==> src/rtl/regfile_writer.sv <==
// rtl/regfile_writer.sv - 32 x W register file fed through a one-entry pending write buffer
// Register 0 is hardwired to zero; commits are reported with a registered done pulse.
module regfile_writer #(
  parameter int W = 32
) (
  input  logic            clk,
  input  logic            reset_n,
  input  logic            wr_valid,
  output logic            wr_ready,
  input  logic [4:0]      wr_addr,
  input  logic [W-1:0]    wr_data,
  input  logic            stall,
  output logic [32*W-1:0] reg_flat,
  output logic            wr_done,
  output logic [4:0]      wr_done_addr
);

  localparam logic [0:0] IDLE = 1'b0;
  localparam logic [0:0] PEND = 1'b1;

  logic [0:0]   state;
  logic [4:0]   pend_addr;
  logic [W-1:0] pend_data;
  logic         accept;
  logic         commit;

  // A draining buffer frees its slot on the same edge, giving one write per cycle.
  assign wr_ready = (state == IDLE) || !stall;
  assign accept   = wr_valid && wr_ready;
  assign commit   = (state == PEND) && !stall;

  always_ff @(posedge clk or negedge reset_n) begin
    if (!reset_n) begin
      state     <= IDLE;
      pend_addr <= '0;
      pend_data <= '0;
    end else if (accept) begin
      state     <= PEND;
      pend_addr <= wr_addr;
      pend_data <= wr_data;
    end else if (commit) begin
      state     <= IDLE;
    end
  end

  always_ff @(posedge clk or negedge reset_n) begin
    if (!reset_n) begin
      wr_done      <= 1'b0;
      wr_done_addr <= '0;
    end else begin
      wr_done <= commit;
      if (commit) begin
        wr_done_addr <= pend_addr;
      end
    end
  end

  assign reg_flat[W-1:0] = '0;

  for (genvar k = 1; k < 32; k++) begin : g_reg
    logic [W-1:0] q;

    always_ff @(posedge clk or negedge reset_n) begin
      if (!reset_n) begin
        q <= '0;
      end else if (commit && (pend_addr == 5'(k))) begin
        q <= pend_data;
      end
    end

    assign reg_flat[k*W +: W] = q;
  end

endmodule

==> config.mk <==
export PLATFORM = sky130hd
export DESIGN_NAME = regfile_writer
export DESIGN_NICKNAME = d
export VERILOG_FILES = /design/src/rtl/regfile_writer.sv
export SDC_FILE = /design/constraint.sdc
export NUM_CORES = 1
export LEC_CHECK = 0
export CAP_MARGIN = 30
export CELL_PAD_IN_SITES_DETAIL_PLACEMENT = 0
export CELL_PAD_IN_SITES_GLOBAL_PLACEMENT = 1
export CORE_AREA = 2 2 423 425
export CTS_CLUSTER_DIAMETER = 150
export DETAILED_ROUTE_END_ITERATION = 7
export DIE_AREA = 0 0 425 427
export PLACE_DENSITY = 0.61
export SLEW_MARGIN = 10
export SYNTH_ARGS = -nofsm -noshare
export SYNTH_HDL_FRONTEND = slang
export SYNTH_SLANG_ARGS = --single-unit
==> constraint.sdc <==
create_clock -name clk -period 5.6 [get_ports clk]
set_clock_uncertainty 0.05 [all_clocks]
set_input_delay 0.56 -clock clk [delete_from_list [all_inputs] [get_ports clk]]
set_output_delay 0.56 -clock clk [all_outputs]
set_load 0.02 [all_outputs]
==> insert_results.sql, run 1 <==
INSERT INTO impl_metrics (metric_group, metric, value, unit) VALUES
('grt', 'grt_pass1_wl', '214000', 'µm'),
('clock_network', 'clk_pin_slew_worst_paths', '60', 'ps'),
('setup_path', 'timing.critical_path.to_type', 'register', ''),
('setup_path', 'rr_startpoint', 'pend_addr[0]', ''),
('grt', 'vias_in_the_first_global_route', '24800', ''),
('placement', 'port-buffer-count', '1039', ''),
('clock_network', 'cts_h_tree_lvls', '3', ''),
('timing', 'final_min_period_over_clock_period', '51.6', '%'),
('floorplan', 'placeableCoreArea', '177000', 'µm²'),
('synthesis', 'yosysWarningCount', '0', ''),
('grt', 'grt_util_all_layers', '17.0', '%'),
('timing', 'rsz0062_at_grt', 'false', ''),
('clock_network', 'cts.repair.resized', '0', ''),
('timing', 'finalSetupViolations', '0', ''),
('synthesis', 'synthTopCellsByArea', 'sky130_fd_sc_hd__dfrtp_1 (66%), sky130_fd_sc_hd__mux2_2 (30%), sky130_fd_sc_hd__clkbuf_1 (0.98%)', ''),
('routing', 'detailed_route_vias_per_instance', '4.18', ''),
('synthesis', 'post_synth_inst_count', '2358', ''),
('timing', 'final-hold-violation-count', '0', ''),
('clock_network', 'numCtsBuffers', '116', ''),
('floorplan', 'die_height', '427', 'µm'),
('finish', 'final_nets', '3435', ''),
('placement', 'placed_wire_length_estimate', '110000', 'µm'),
('finish', 'drive_gt1_share', '38.5', '%'),
('power_and_ir_drop', 'worst_ir_drop_vdd', '272', 'µV'),
('clock_network', 'clock_insertion_delay_worst_skew', '750', 'ps'),
('timing', 'worst_pin_slew', '988', 'ps'),
('power_and_ir_drop', 'finalPower', '32.9', 'mW'),
('finish', 'mostFrequentLayoutCell', 'sky130_fd_sc_hd__clkdlybuf4s50_1', ''),
('clock_network', 'clk_root_buffer_cell', 'sky130_fd_sc_hd__clkbuf_16', ''),
('floorplan', 'die_width', '425', 'µm'),
('routing', 'drtIter0Drc', '1241', ''),
('power_and_ir_drop', 'power-per-cell-area', '588', 'nW/µm²'),
('routing', 'drtPass1Iterations', '5', ''),
('synthesis', 'synth_largest_type_area_fraction', '66.4', '%'),
('clock_network', 'tritoncts_clock_tree', 'done', ''),
('min_path', 'path_type_of_the_worst_min_delay_path', 'primary input to async pin', ''),
('outcome', 'outcome', 'finished, final reports clean', ''),
('timing', 'clock.fmax', '0.346', 'GHz'),
('routing', 'remaining_drc_errors', '0', ''),
('synthesis', 'synthesized_area_divided_by_synthesized_cell_count', '16.5', 'µm²'),
('grt', 'grt_overflow', '0', ''),
('synthesis', 'synth_top_area_cell', 'sky130_fd_sc_hd__dfrtp_1', ''),
('routing', 'routed-via-count', '24400', ''),
('timing', 'fin_tns_setup', '0', 'ps'),
('routing', 'wl_cell', '27.2', 'µm'),
('timing', 'timing.slew.headroom', '34.2', '%'),
('floorplan', 'boundaryPins', '1072', ''),
('timing', 'min_period', '2890', 'ps'),
('routing', 'drt-total-wl', '159000', 'µm'),
('timing', 'finalMaxSlewViolations', '0', ''),
('grt', 'pin_count_of_the_biggest_net_entering_global_routing', '146', ''),
('setup_path', 'r2r_cells', '4', ''),
('setup_path', 'crit_fanout', '21', ''),
('setup_path', 'start_kind', 'register', ''),
('finish', 'commonest_cells_after_routing_fill_and_taps_aside', 'sky130_fd_sc_hd__clkdlybuf4s50_1 (1038), sky130_fd_sc_hd__mux2_2 (1033), sky130_fd_sc_hd__dfrtp_1 (1018)', ''),
('synthesis', 'yosysUniqueCellTypes', '22', ''),
('setup_path', 'critical_path_rt', '6180', 'ps'),
('synthesis', 'netlist_area', '39000', 'µm²'),
('setup_path', 'critical_path_class', 'register to register', ''),
('clock_network', 'numClockSinks', '1036', ''),
('clock_network', 'cts.path.max_buffers', '3', ''),
('floorplan', 'initial_core_util', '22.0', '%'),
('finish', 'area.growth.synth_to_final', '43.6', '%'),
('grt', 'initial_antenna_violation_count', '14', ''),
('job', 'drv.max_cap_violation_count', '0', ''),
('floorplan', 'placement_rows', '155', ''),
('placement', 'gp_congestion', '0.761', ''),
('floorplan', 'die_area', '181000', 'µm²'),
('routing', 'remaining_number_of_nets_flagged_by_the_antenna_check_after_routing', '0', ''),
('power_and_ir_drop', 'total_leakage_power', '25.1', 'nW'),
('setup_path', 'r2r_setup_slack', '2710', 'ps'),
('synthesis', 'yosys_register_bits', '1036', ''),
('synthesis', 'seq_area_frac_synth', '66.4', '%'),
('setup_path', 'arrival', '3470', 'ps'),
('setup_path', 'reg2reg_capture_point', 'g_reg[13].q[13]', '');
sequential cells by signal, summed over array words and instances, names as in the netlist:
| register | cells |
|---|---|
| g.q | 992 |
| pend_addr | 5 |
| pend_data | 32 |
| state | 1 |
| wr_done | 1 |
| wr_done_addr | 5 |
cells in the mapped netlist, drive strengths merged:
cell / instances
nor4b: 1
or3b: 1
nor4bb: 4
nand4: 5
nand4b: 4
nor3b: 1
nand2: 13
and2: 1
nand3b: 1
mux2: 1033
nor2b: 3
inv: 1
clkbuf: 102
buf: 129
and3b: 1
nand3: 7
nor2: 12
nand2b: 2
conb: 1
dfrtp: 1036
critical path, stage by stage, from the launching register on:
cell and delay [ps]:
sky130_fd_sc_hd__dfrtp_1 750, sky130_fd_sc_hd__nand4b_1 380, sky130_fd_sc_hd__nor2_4 790, sky130_fd_sc_hd__buf_4 400, sky130_fd_sc_hd__mux2_2 370
metrics by stage:
stage                     hold slack (ps)  util, %  cells  setup slack (ps)  instance area [µm²]
after floorplan                       214        -   2389              3550                39100
after CTS                             256     31.6   5836              2610                56000
final                                 300     31.6   5846              2710                56000
after global placement                438     29.4   5627              1890                52200
after global routing                  315     31.6   5839              2550                56000
after detailed placement              430     29.5   5629              1910                52200
how the worst max path moves through the flow:
stage / startpoint / end / slack (ps) / depth (start not counted)
finish: pend_addr[0] / g_reg[13].q[13] / 2710 / 4
global route: pend_addr[1] / g_reg[7].q[17] / 2550 / 4
CTS: state / g_reg[7].q[17] / 2610 / 4
detailed placement: stall / g_reg[7].q[5] / 1910 / 5
global placement: stall / g_reg[27].q[12] / 1890 / 5
floorplan: stall / g_reg[14].q[10] / 3550 / 4
power by group:
| part | internal [mW] | switching, mW |
|---|---|---|
| clock | 4.34 | 3.19 |
| sequential | 10.2 | 1.58 |
| combinational | 6.54 | 7.03 |
timing repair:
| item | 4_1_cts | 5_1_grt |
|---|---|---|
| hold buffers | 1 | 0 |
| buffers inserted | 0 | 0 |
| hold endpoints to repair | 59 | 0 |
final cells by class:
class                           instances  area (µm²)
Timing Repair Buffer                 1118       11100
Antenna cell                            9        22.5
Tap cell                             2355        2950
Sequential cell                      1036       25900
Clock inverter                         34         308
Multi-Input combinational cell       1121       12200
Clock buffer                          172        3420
Inverter                                1        3.75
Fill cell                           17700      121000
cell families (layout without fill, tap and decap cells):
kind of cell	after synthesis	after routing	share of synthesized area, %
flip-flops	1036	1036	66.4
multiplexers	1033	1033	29.8
buffers and inverters	232	1325	2.91
AND/OR/NAND/NOR	56	56	0.818
other	1	41	0.00961
per-layer routing:
layer / up-vias / wire [µm] / global-route usage [%]
li1: 10300 / - / -
met1: 13200 / 62600 / 20.1
met2: 729 / 82300 / 29.9
met3: 217 / 8720 / 3.81
met4: 4 / 5560 / 6.45
met5: - / 30 / 0
(Power assumes the default switching activity.)
==> run 2, diff against run 1 <==
Settings changed: CORE_AREA 2 2 423 425 to 2 2 416 418, DIE_AREA 0 0 425 427 to 0 0 418 420, PLACE_DENSITY 0.61 to 0.62.
Clock period 5.6 ns to 2.7 ns, I/O delays scaled along.
==> insert_results.sql, run 2 (same netlist as run 1, synthesis figures left out) <==
INSERT INTO impl_metrics (metric_group, metric, value, unit) VALUES
('setup_path', 'setup.worst_path.start', 'pend_addr[1]', ''),
('timing', 'worst_pin_slew', '1020', 'ps'),
('setup_path', 'rr_startpoint', 'pend_addr[1]', ''),
('floorplan', 'die_area', '176000', 'µm²'),
('finish', 'number_of_standard_cells_in_the_final_layout_excluding_fillers', '5830', ''),
('power_and_ir_drop', 'total_leakage_power', '25.8', 'nW'),
('setup_path', 'arrival', '3100', 'ps'),
('setup_path', 'start_kind', 'register', ''),
('timing', 'timing.slew.headroom', '32.0', '%'),
('finish', 'mostFrequentLayoutCell', 'sky130_fd_sc_hd__clkdlybuf4s50_1', ''),
('placement', 'dp_slack', '116', 'ps'),
('floorplan', 'die_width', '418', 'µm'),
('floorplan', 'initial_core_util', '22.8', '%'),
('setup_path', 'timing.critical_path.to_type', 'register', ''),
('grt', 'pin_count_of_the_biggest_net_entering_global_routing', '80', ''),
('setup_path', 'crit_fanout', '16', ''),
('routing', 'wl_cell', '27.7', 'µm'),
('finish', 'layout.core_utilization', '33.5', '%'),
('grt', 'grt_util_all_layers', '17.8', '%'),
('clock_network', 'cts.repair.resized', '0', ''),
('clock_network', 'numCtsBuffers', '117', ''),
('routing', 'remaining_drc_errors', '0', ''),
('clock_network', 'clk_pin_slew_worst_paths', '60', 'ps'),
('min_path', 'min_from', 'wr_data[7]', ''),
('timing', 'fin_ws', '173', 'ps'),
('grt', 'initial_antenna_violation_count', '20', ''),
('grt', 'vias_in_the_first_global_route', '25700', ''),
('finish', 'largest_reg_flops', '992', ''),
('finish', 'leading_registers_by_flop_count', 'g.q (992), pend_data (32)', ''),
('placement', 'placed_wire_length_estimate', '115000', 'µm'),
('timing', 'final-hold-violation-count', '0', ''),
('grt', 'grt_pass1_wl', '217000', 'µm'),
('routing', 'detailed_route_vias_per_instance', '4.30', ''),
('routing', 'remaining_number_of_nets_flagged_by_the_antenna_check_after_routing', '0', ''),
('clock_network', 'clock_insertion_delay_worst_skew', '750', 'ps'),
('finish', 'post_route_standard_cell_area_excluding_fillers', '57400', 'µm²'),
('timing', 'fin_tns_setup', '0', 'ps'),
('routing', 'drtPass1Iterations', '5', ''),
('routing', 'routed-via-count', '25100', ''),
('min_path', 'path_type_of_the_worst_min_delay_path', 'primary input to register', ''),
('clock_network', 'clk_root_buffer_cell', 'sky130_fd_sc_hd__clkbuf_16', ''),
('job', 'drv.max_cap_violation_count', '0', ''),
('routing', 'drtIter0Drc', '1357', ''),
('clock_network', 'cts_h_tree_lvls', '3', ''),
('floorplan', 'die_height', '420', 'µm'),
('finish', 'area.growth.synth_to_final', '47.0', '%'),
('power_and_ir_drop', 'power-per-cell-area', '1200', 'nW/µm²'),
('floorplan', 'placeableCoreArea', '171000', 'µm²'),
('finish', 'largest_register', 'g.q', ''),
('power_and_ir_drop', 'worst_ir_drop_vdd', '693', 'µV'),
('setup_path', 'critical_path_rt', '3280', 'ps'),
('placement', 'placed_area', '53200', 'µm²'),
('timing', 'clock.fmax', '0.396', 'GHz'),
('finish', 'final_nets', '3534', ''),
('timing', 'worst_hold_slack', '91.0', 'ps'),
('timing', 'finalMaxSlewViolations', '0', ''),
('timing', 'rsz0062_at_grt', 'false', ''),
('setup_path', 'critical_path_class', 'register to register', ''),
('timing', 'min_period', '2530', 'ps'),
('clock_network', 'cts.path.max_buffers', '3', ''),
('finish', 'commonest_cells_after_routing_fill_and_taps_aside', 'sky130_fd_sc_hd__clkdlybuf4s50_1 (1038), sky130_fd_sc_hd__mux2_2 (1033), sky130_fd_sc_hd__dfrtp_1 (1021)', ''),
('outcome', 'outcome', 'finished, final reports clean', ''),
('grt', 'grt_overflow', '0', ''),
('clock_network', 'numClockSinks', '1036', ''),
('floorplan', 'boundaryPins', '1072', ''),
('placement', 'gp_congestion', '0.782', ''),
('floorplan', 'placement_rows', '152', ''),
('timing', 'final_min_period_over_clock_period', '93.6', '%'),
('clock_network', 'tritoncts_clock_tree', 'done', ''),
('timing', 'finalSetupViolations', '0', ''),
('placement', 'port-buffer-count', '1039', ''),
('finish', 'drive_gt1_share', '39.3', '%'),
('routing', 'drt-total-wl', '161000', 'µm'),
('placement', 'place_inst', '5575', ''),
('power_and_ir_drop', 'finalPower', '68.9', 'mW');
[run 2: cell types whose count changed in the layout (fill, tap and decap cells not counted), sizes merged]
cell / previous run / this run
bufinv: 3 / 5
clkinv: 24 / 29
clkinvlp: 1 / 3
buf: 79 / 146
dlygate4sd3: 1 / 32
inv: 7 / 9
clkbuf: 172 / 169
[run 2: report_power, final]
part / switching, mW / internal (mW)
registers: 3.38 / 21.2
clock network: 6.80 / 9.19
logic: 14.5 / 13.8
total: 24.7 / 44.2
[run 2: layer usage]
| metal | vias to the layer above | share of wire (%) | global-route usage, % |
|---|---|---|---|
| li1 | 10500 | - | - |
| met1 | 13700 | 39 | 21.2 |
| met2 | 767 | 52 | 31.4 |
| met3 | 197 | 5.6 | 3.70 |
| met4 | 0 | 3.5 | 6.83 |
| met5 | - | 0 | 0 |
[run 2: critical path, cell delays in order, from the launching register on]
cell and delay (ps):
sky130_fd_sc_hd__dfrtp_1 640, sky130_fd_sc_hd__nor2_1 660, sky130_fd_sc_hd__nand4_1 360, sky130_fd_sc_hd__buf_4 360, sky130_fd_sc_hd__mux2_2 310
[run 2: cell type report]
type	count	area, µm²
clock inverters	45	452
inverters	1	3.75
multi-input cells	1121	12200
flip-flops and latches	1036	25900
clock buffers	169	3390
fillers	16800	114000
diodes	9	22.5
well taps	2233	2790
repair buffers	1216	12500
[run 2: worst paths after layout]
check	end	slack, ps	cells after the start
min	pend_data[7]	90	2
min reg2reg	g_reg[3].q[16]	450	1
max	g_reg[28].q[29]	170	4
max reg2reg	g_reg[28].q[29]	170	4
min in group asynchronous	g_reg[16].q[16]	110	2
max in group asynchronous	g_reg[6].q[22]	1410	3
[run 2: timing repair]
action,4_1_cts,5_1_grt
hold endpoints to repair,62,0
hold buffers,32,0
buffers inserted,0,0
